## src/rtl/sphere_hit_scan_pkg.sv

```systemverilog
// Shared types and helpers for the sphere collision scanner.
// Latency: n/a (types, constants and a pure function only).
// Backpressure: n/a.
package sphere_hit_scan_pkg;

  typedef logic [63:0]      fixed_real;
  typedef logic [2:0][63:0] vector;
  typedef logic [2:0][7:0]  color;

  localparam int FRAC_BITS = 32;

  typedef enum logic [1:0] {
    IDLE  = 2'd0,
    SCAN  = 2'd1,
    DRAIN = 2'd2,
    DONE  = 2'd3
  } scan_state_t;

  // Clamp a signed 32-bit integer distance into a symmetric signed 16-bit range.
  function automatic logic signed [15:0] sat16(input logic signed [31:0] v);
    if (v > 32'sd32767) begin
      return 16'sh7fff;
    end else if (v < -32'sd32767) begin
      return 16'sh8001;
    end else begin
      return v[15:0];
    end
  endfunction

endpackage

```

## src/rtl/sphere_hit_scan_dist_pipe.sv

```systemverilog
// Distance pipeline: per-axis difference (saturated), square, sum and compare with radius squared.
// Latency: two register stages; the compare result is combinational off the second stage.
// Backpressure: none; one sample per cycle, Flush drops everything in flight.
module hit_dist_pipe
  import sphere_hit_scan_pkg::*;
#(
  parameter logic [33:0] RADIUS_SQ = 34'd40000
) (
  input  logic       Clk,
  input  logic       Reset_n,
  input  logic       Flush,
  input  logic       In_vld,
  input  logic [1:0] In_index,
  input  vector      In_pos,
  input  vector      Paddle,
  output logic       Out_vld,
  output logic [1:0] Out_index,
  output logic       Out_hit
);

  logic [2:0]         borrow;
  logic signed [31:0] d_int [3];
  logic signed [15:0] s1_d  [3];
  logic               s1_vld;
  logic [1:0]         s1_idx;
  logic [31:0]        s2_sq [3];
  logic               s2_vld;
  logic [1:0]         s2_idx;
  logic [33:0]        sum;

  // Integer part of the full 64-bit difference: subtract the high words and take the borrow out of the fractions.
  always_comb begin
    for (int k = 0; k < 3; k++) begin
      borrow[k] = In_pos[k][FRAC_BITS-1:0] < Paddle[k][FRAC_BITS-1:0];
      d_int[k]  = $signed(In_pos[k][FRAC_BITS +: 32] - Paddle[k][FRAC_BITS +: 32] - {31'b0, borrow[k]});
    end
  end

  // S1: register saturated per-axis distances with their tag.
  always_ff @(posedge Clk or negedge Reset_n) begin
    if (!Reset_n) begin
      s1_vld <= 1'b0;
      s1_idx <= 2'd0;
      for (int k = 0; k < 3; k++) s1_d[k] <= '0;
    end else begin
      s1_vld <= In_vld & ~Flush;
      s1_idx <= In_index;
      for (int k = 0; k < 3; k++) s1_d[k] <= sat16(d_int[k]);
    end
  end

  // S2: register per-axis squares; |d| <= 32767 so the square always fits in 32 bits.
  always_ff @(posedge Clk or negedge Reset_n) begin
    if (!Reset_n) begin
      s2_vld <= 1'b0;
      s2_idx <= 2'd0;
      for (int k = 0; k < 3; k++) s2_sq[k] <= '0;
    end else begin
      s2_vld <= s1_vld & ~Flush;
      s2_idx <= s1_idx;
      for (int k = 0; k < 3; k++) s2_sq[k] <= 32'(s1_d[k]) * 32'(s1_d[k]);
    end
  end

  // S3: sum of squares against the strict radius bound; the caller's hit latch is the S3 register.
  always_comb begin
    sum       = 34'(s2_sq[0]) + 34'(s2_sq[1]) + 34'(s2_sq[2]);
    Out_hit   = sum < RADIUS_SQ;
    Out_vld   = s2_vld;
    Out_index = s2_idx;
  end

endmodule

```

## src/rtl/sphere_hit_scan.sv

```systemverilog
// Per-frame collision scan of four spheres against the paddle, plus score and lives keeping.
// Latency: frame edge E -> Read_index sweep E+1..E+4, hit for sphere i visible at E+i+5, Scan_done at E+9.
// Backpressure: none; a frame edge at any point aborts and restarts the scan.
module sphere_hit_scan
  import sphere_hit_scan_pkg::*;
#(
  parameter int         HIT_RADIUS = 200,
  parameter logic [2:0] LIVES_INIT = 3'd3
) (
  input  logic        Clk,
  input  logic        Reset_n,
  input  logic        Frame_Clk,
  input  vector       Paddle_pos,
  input  vector       Sphere_pos,
  input  logic [1:0]  curr_index,
  input  logic [3:0]  dropped,
  output logic [1:0]  Read_index,
  output logic        Hit,
  output logic [1:0]  Hit_index,
  output logic        Scan_done,
  output logic [15:0] Score,
  output logic [2:0]  Lives,
  output logic        Game_over
);

  localparam logic [33:0] RADIUS_SQ = 34'(HIT_RADIUS * HIT_RADIUS);

  scan_state_t state, state_nxt;
  logic [1:0]  rd_idx_nxt;
  logic [1:0]  cnt, cnt_nxt;
  logic        frame_old;
  logic        frame_edge;
  logic        rd_vld;
  vector       paddle_q;
  logic        p_vld, p_hit;
  logic [1:0]  p_idx;
  logic [2:0]  drop_cnt, lives_nxt;

  assign frame_edge = Frame_Clk & ~frame_old;
  assign Scan_done  = (state == DONE);

  // Frame level history; resets high so a high Frame_Clk at release is not an edge.
  always_ff @(posedge Clk or negedge Reset_n) begin
    if (!Reset_n) frame_old <= 1'b1;
    else          frame_old <= Frame_Clk;
  end

  // Next-state: a frame edge restarts the scan from any state.
  always_comb begin
    state_nxt  = state;
    rd_idx_nxt = Read_index;
    cnt_nxt    = cnt;
    if (frame_edge) begin
      state_nxt  = SCAN;
      rd_idx_nxt = 2'd0;
      cnt_nxt    = 2'd0;
    end else begin
      case (state)
        SCAN: begin
          if (Read_index == 2'd3) begin
            state_nxt = DRAIN;
            cnt_nxt   = 2'd0;
          end else begin
            rd_idx_nxt = Read_index + 2'd1;
          end
        end
        DRAIN: begin
          if (cnt == 2'd3) state_nxt = DONE;
          else             cnt_nxt   = cnt + 2'd1;
        end
        DONE:    state_nxt = IDLE;
        default: state_nxt = state;
      endcase
    end
  end

  // State register, read pointer and the paddle snapshot taken at the frame edge.
  always_ff @(posedge Clk or negedge Reset_n) begin
    if (!Reset_n) begin
      state      <= IDLE;
      Read_index <= 2'd0;
      cnt        <= 2'd0;
      rd_vld     <= 1'b0;
      paddle_q   <= '0;
    end else begin
      state      <= state_nxt;
      Read_index <= rd_idx_nxt;
      cnt        <= cnt_nxt;
      rd_vld     <= (state == SCAN) & ~frame_edge;
      if (frame_edge) paddle_q <= Paddle_pos;
    end
  end

  hit_dist_pipe #(
    .RADIUS_SQ (RADIUS_SQ)
  ) u_pipe (
    .Clk       (Clk),
    .Reset_n   (Reset_n),
    .Flush     (frame_edge),
    .In_vld    (rd_vld),
    .In_index  (curr_index),
    .In_pos    (Sphere_pos),
    .Paddle    (paddle_q),
    .Out_vld   (p_vld),
    .Out_index (p_idx),
    .Out_hit   (p_hit)
  );

  // Hit latch: first hit of a scan wins (lowest index, since indices arrive in order).
  always_ff @(posedge Clk or negedge Reset_n) begin
    if (!Reset_n) begin
      Hit       <= 1'b0;
      Hit_index <= 2'd0;
    end else if (frame_edge) begin
      Hit       <= 1'b0;
      Hit_index <= 2'd0;
    end else if (p_vld && p_hit && !Hit) begin
      Hit       <= 1'b1;
      Hit_index <= p_idx;
    end
  end

  // Lives after this frame's drops, floored at zero.
  always_comb begin
    drop_cnt  = 3'(dropped[0]) + 3'(dropped[1]) + 3'(dropped[2]) + 3'(dropped[3]);
    lives_nxt = (drop_cnt >= Lives) ? 3'd0 : Lives - drop_cnt;
  end

  // Score and lives bookkeeping on the frame edge, while Hit still shows last frame's result.
  always_ff @(posedge Clk or negedge Reset_n) begin
    if (!Reset_n) begin
      Score     <= 16'd0;
      Lives     <= LIVES_INIT;
      Game_over <= (LIVES_INIT == 3'd0);
    end else if (frame_edge) begin
      if (Hit && !Game_over) Score <= Score + 16'd1;
      Lives <= lives_nxt;
      if (lives_nxt == 3'd0) Game_over <= 1'b1;
    end
  end

endmodule
```

## config.mk

```make
export PLATFORM = sky130hd
export DESIGN_NAME = sphere_hit_scan
export DESIGN_NICKNAME = d
export VERILOG_FILES = /design/src/rtl/sphere_hit_scan_pkg.sv /design/src/rtl/sphere_hit_scan_dist_pipe.sv /design/src/rtl/sphere_hit_scan.sv
export SDC_FILE = /design/constraint.sdc
export NUM_CORES = 2
export LEC_CHECK = 0
export CAP_MARGIN = 20
export CORE_MARGIN = 4
export CORE_UTILIZATION = 35
export DETAILED_ROUTE_END_ITERATION = 10
export PLACE_DENSITY = 0.61
export SLEW_MARGIN = 40
export SYNTH_ARGS = -nofsm -noshare
export SYNTH_HDL_FRONTEND = slang
export SYNTH_SLANG_ARGS = --single-unit
export TNS_END_PERCENT = 30
```

## constraint.sdc

```tcl
create_clock -name Clk -period 10.05 [get_ports Clk]
set_input_delay 1.5075 -clock Clk [delete_from_list [all_inputs] [get_ports Clk]]
set_output_delay 1.5075 -clock Clk [all_outputs]
set_load 0.05 [all_outputs]
```

# Word level (Yosys, flattened, before mapping)
# Index checks and enable logic that the tools add are counted.
# totals
register_bits,373
in_bits,393
output_inout_bits,26
word_cells,104
# classes
n_addsub,15
multipliers,3
magnitude_cmp,11
eq_ne,9
mux,22
n_bitwise,6
n_reduce_logical,15
# op_table
op,n
32-bit by 16-bit > comparator with 1-bit output (second input constant),3
32-bit by 16-bit < comparator with 1-bit output (second input constant),3
32-bit < comparator,3
16-bit by 16-bit multiplier with 32-bit output,3
16-bit 2-to-1 mux,6
32-bit by 1-bit subtractor with 32-bit output,3
32-bit subtractor,3
34-bit by 32-bit adder with 34-bit output,1
34-bit by 16-bit < comparator with 1-bit output (second input constant),1
32-bit by 32-bit adder with 33-bit output,1
2-bit 2-to-1 mux,11
16-bit by 1-bit adder with 16-bit output (second input constant),1
3-bit by 2-bit != test with 1-bit output (second input constant),3
2-bit equality test (second input constant),4
2-bit case mux with 3 select lines,1
2-bit AND reduction,3
3-bit AND reduction,2
2-bit by 1-bit adder with 2-bit output (second input constant),2
1-bit bitwise AND,4
2-bit case mux with 2 select lines,1
2-bit nonzero test,2
4-bit nonzero test,1
2-bit by 1-bit adder with 3-bit output,1
3-bit by 1-bit adder with 3-bit output,1
12 further kinds,17

# Depth between registers and ports, before layout
# logic_depth
word_depth,7
ltp_mapped,32
mapped_depth_nobuf,31

# Cells and area by module
# From an unflattened synthesis, not the netlist that was laid out.
# unflattened
hier_cells,5581
area_unflattened_um2,50455.9
# by_module_without_submodules
module,n_inst,cells_per_inst,area_per_inst_um2,seq_area_each_um2
hit_dist_pipe,1,4619,41686.2,3603.5
sphere_hit_scan,1,962,8769.7,5584.1

# Worst setup path before layout
# No wires, ideal clock.
# synth_timing
path_type,input -> register
startpoint,input port Sphere_pos[129] (netlist bit)
endpoint,register u_pipe.s1_d[13] (netlist bit)
setup_time_ns,0.141
arrival_time_ns,7.686
required_time_ns,9.909
path_slack_ns,2.224
cell_stages,30
n_path_buf,1
cell_sequence,ha_1 > a21o_1 > a21o_1 > a21o_1 > a21o_1 > a21o_1 > a21o_1 > a21oi_1 > o21ai_0 > a21oi_1 > o21ai_0 > a31o_2 > fa_1 > inv_1 > ha_1 > or2_2 > fa_1 > nand2b_1 > a2111o_1 > and2_1 > a221o_1 > a21oi_4 > mux2_2 > o31ai_1 > nand4_1 > nor4b_1 > nand4_1 > o21bai_1 > buf_2 > a21oi_1
# synth_via
elab_chain_cells,5
word_cells_on_any_way,6
cone_classes,1 x add/sub; 3 x order compare; 2 x mux
# synth_rtl
element,line_no,text
"start, declared",sphere_hit_scan.sv:14,"input vector Sphere_pos,"
32-bit < comparator *,sphere_hit_scan_dist_pipe.sv:34,borrow[k] = In_pos[k][FRAC_BITS-1:0] < Paddle[k][FRAC_BITS-1:0];
32-bit by 1-bit subtractor with 32-bit output *,sphere_hit_scan_dist_pipe.sv:35,"d_int[k] = $signed(In_pos[k][FRAC_BITS +: 32] - Paddle[k][FRAC_BITS +: 32] - {31'b0, borrow[k]});"
32-bit by 16-bit < comparator with 1-bit output,sphere_hit_scan_pkg.sv:23,end else if (v < -32'sd32767) begin
16-bit 2-to-1 mux,sphere_hit_scan_pkg.sv:23,
16-bit 2-to-1 mux *,sphere_hit_scan_pkg.sv:21,if (v > 32'sd32767) begin
"end, declared",sphere_hit_scan_dist_pipe.sv:23,logic signed [15:0] s1_d [3];
# Every way passes the cells marked *; elsewhere a longest branch is shown, timed or not.
# A chain may end at the register's enable or synchronous reset.

# Worst setup path after layout
# layout_timing
startpoint,input port Sphere_pos[129] (netlist bit)
endpoint,register u_pipe.s1_d[2] (netlist bit)
# The elaborated chain is that of the path after synthesis.

==> results.json <==
{
  "run_status": "complete, no violations",
  "slew-limit-headroom_pct": 39.3,
  "crit_buf_inv": 3,
  "holdCritStartpoint": "u_pipe.s1_idx[1]",
  "critPathMaxStageDelay_ns": 0.53,
  "core_area_um2": 146000,
  "timing_worst_slew_pin_value_ns": 0.911,
  "layout_cells_sized_above_1_pct": 2.80,
  "synthCells": 5731,
  "cp-start-kind": "input port",
  "ys_seq_area_share_pct": 18.0,
  "timing_worst_setup_path_type": "in -> reg",
  "cts_made_buffers": 47,
  "clock_sink_count": 370,
  "num-nets-final": 7787,
  "ys_async_sr_fraction_pct": 100,
  "remaining_global_route_overflow": 0,
  "min_path_cells": 0,
  "r2r_end": "u_pipe.s2_sq[28]",
  "synth_warnings": 0,
  "grt_setup_unrepaired": "no",
  "setup_viol": 0,
  "cp_max_fo": 14,
  "worst_setup_path_end_kind": "flop",
  "final.setup_skew_ns": 0.0278,
  "die_w_um": 391,
  "h-tree-depth": 2,
  "synth_largest_type_area_fraction_pct": 28.3,
  "ctsLongestPathBuffers": 3,
  "initial_utilization_pct": 35.2,
  "edff_count_synth": 0,
  "wire_per_inst_um": 15.6,
  "place.port_buffers": 418,
  "floorplan.rows": 140,
  "postRouteWirelength_um": 125000,
  "crit_slowest_cell": "fa_1",
  "holdBufCountCts": 0,
  "die_area_um2": 153000,
  "vias": 38500,
  "grt_first_pass_wirelength_um": 210000,
  "multiInputGateArea_um2": 36600,
  "finalCritPeriodShare_pct": 81.7,
  "netlist.top_cell.by_area": "fa_1",
  "syn_area_per_cell_um2": 8.97,
  "critical_path_arrival_ns": 8.69,
  "reg2reg_from": "u_pipe.s1_d[2]",
  "postSynthNetCount": 7449,
  "synth_top_cells_by_area": "fa_1 (28%), dfrtp_1 (18%), ha_1 (15%)",
  "setup_total_negative_slack_ns": 0,
  "r2r.worst_path.cells": 24,
  "cell_area_after_synthesis_um2": 51400,
  "number_of_fill_cells": 14600,
  "synth_seq_cells": 370,
  "ctsRootBufferMaster": "clkbuf_16",
  "drt-vias-per-instance": 4.80,
  "yosysUniqueCellTypes": 93,
  "gpl.final_weighted_congestion": 0.870,
  "path_type_of_the_worst_min_delay_path": "reg -> reg",
  "required_ns": 10.53,
  "max_cap_violations": 0,
  "layout.cells.most_common_list": "inv_1 (1,335), fa_1 (726), nand2_1 (717)",
  "cp_common_cell": "a21o_1",
  "clk_transition_reported_paths_ns": 0.06,
  "grt_max_degree": 188,
  "ios": 419,
  "post-route-min-period_ns": 8.22,
  "detail_route.iter0.violations": 1547,
  "detailedPlacementHpwl_um": 104000,
  "chipHeight_um": 391,
  "clk_latency_ns": 0.64,
  "timing_hold_violations_final": 0,
  "drv_slew": 0,
  "post_drt_antenna_nets": 0,
  "final_common_cell": "inv_1",
  "predominant_post_synthesis_flop_cell": "dfrtp_1",
  "grtUsageTotal_pct": 16.8,
  "via_count_of_the_first_global_routing_pass": 41400,
  "detailedRoute.firstPassIterationCount": 5,
  "whs_endpoint": "u_pipe.Out_index[1]",
  "achievable-frequency_mhz": 122,
  "detail_route.drc_violations": 0,
  "post_cts_resize_count": 0,
  "areaGrowthSynthToFinish_pct": 15.6,
  "reg2reg_slack_ns": 2.73,
  "initial_antenna_violation_count": 9,
  "ff_latch_area_um2": 9270,
  "cts_post_setup_buffers_inserted": 0,
  "tritoncts": "done",
  "path_delay_family": "compound AO/OA/AOI/OAI gates"
}
## cell type report
type	count	area share, %
flip-flops and latches	370	15.6
multi-input cells	3880	61.6
diodes	7	0.0295
clock inverters	22	0.629
repair buffers	433	7.40
well taps	1917	4.04
inverters	1337	8.44
clock buffers	64	2.27
## sequential cells by signal, indices dropped and copies added (netlist names), 2 cells and up
signal	flops
Hit_index	2
u_pipe.s1_idx	2
paddle_q	192
u_pipe.s1_d	48
cnt	2
Read_index	2
Score	16
u_pipe.Out_index	2
Lives	3
state	2
u_pipe.s2_sq	93
## stage by stage
step / hold WS, ns / worst slack, ns / std cells / instance area [um^2] / util (%)
6_report: 0.347 / 1.83 / 8030 / 59400 / 40.7
5_1_grt: 0.361 / 1.31 / 8028 / 59400 / 40.7
4_1_cts: 0.350 / 1.87 / 8021 / 59400 / 40.7
3_5_place_dp: 0.336 / 1.20 / 7935 / 57600 / 39.5
3_3_place_gp: 0.334 / 1.28 / 7933 / 57600 / 39.5
2_1_floorplan: 0.331 / 2.22 / 5731 / 51400 / -
## worst max path at each step
stage / from / endpoint / slack, ns / cells after the start
after detailed placement: Sphere_pos[1] / u_pipe.s1_d[37] / 1.20 / 30
after CTS: Sphere_pos[129] / u_pipe.s1_d[2] / 1.87 / 31
final: Sphere_pos[129] / u_pipe.s1_d[2] / 1.83 / 31
after floorplan: Sphere_pos[129] / u_pipe.s1_d[13] / 2.22 / 30
after global routing: Sphere_pos[65] / u_pipe.s1_d[19] / 1.31 / 30
after global placement: Sphere_pos[1] / u_pipe.s1_d[37] / 1.28 / 30
## worst reg2reg max path: cells and delay by family, from the launching register on
family / cells / cell delay, ns
xor+xnor: 1 / 0.15
fa+ha+maj: 7 / 3.37
flops: 1 / 0.88
simple gates: 5 / 1.00
compound gates: 6 / 1.54
buf+inv: 5 / 0.25
## cells in the mapped netlist, drive strengths merged (11+ instances only)
library cell  number
ha               599
clkbuf           134
o211ai            12
o2111ai           13
or3               13
a211oi            23
o31ai             16
a21o             109
nand3             54
o21ai            251
and3              38
a21oi            230
nand3b            11
and2             162
nor2b             46
or2               17
nand4             37
o21a              36
a211o             13
xor2              79
nand2            717
nor4              16
fa               726
nor3              39
mux2i             11
o21bai            24
dfrtp            367
inv             1335
a31oi             25
nor2             186
nand2b            65
xnor2            159
## kinds of logic (layout without fill, tap and decap cells)
group	after synthesis	in the layout	share of synthesized area, %
DFF	370	370	18.0
AOI/OAI and AO/OA	853	853	10.6
muxes	18	18	0.367
and+or+nand+nor	1446	1446	13.2
buffers and inverters	1481	1856	10.9
other	0	7	0
adders and majority gates	1325	1325	42.8
xor gates and xnor gates	238	238	4.05
## routing by layer
layer | vias to the layer above | wire length, um | GRT usage [%]
met1 | 19000 | 53900 | 21.3
met2 | 736 | 61700 | 29.2
met5 | - | 27 | 0
met3 | 154 | 6890 | 3.44
met4 | 4 | 2540 | 3.96
li1 | 18600 | - | -
Power is left out: the tool's default activity adds up to more than one toggle a clock period on the data nets, which glitch-free logic cannot reach.
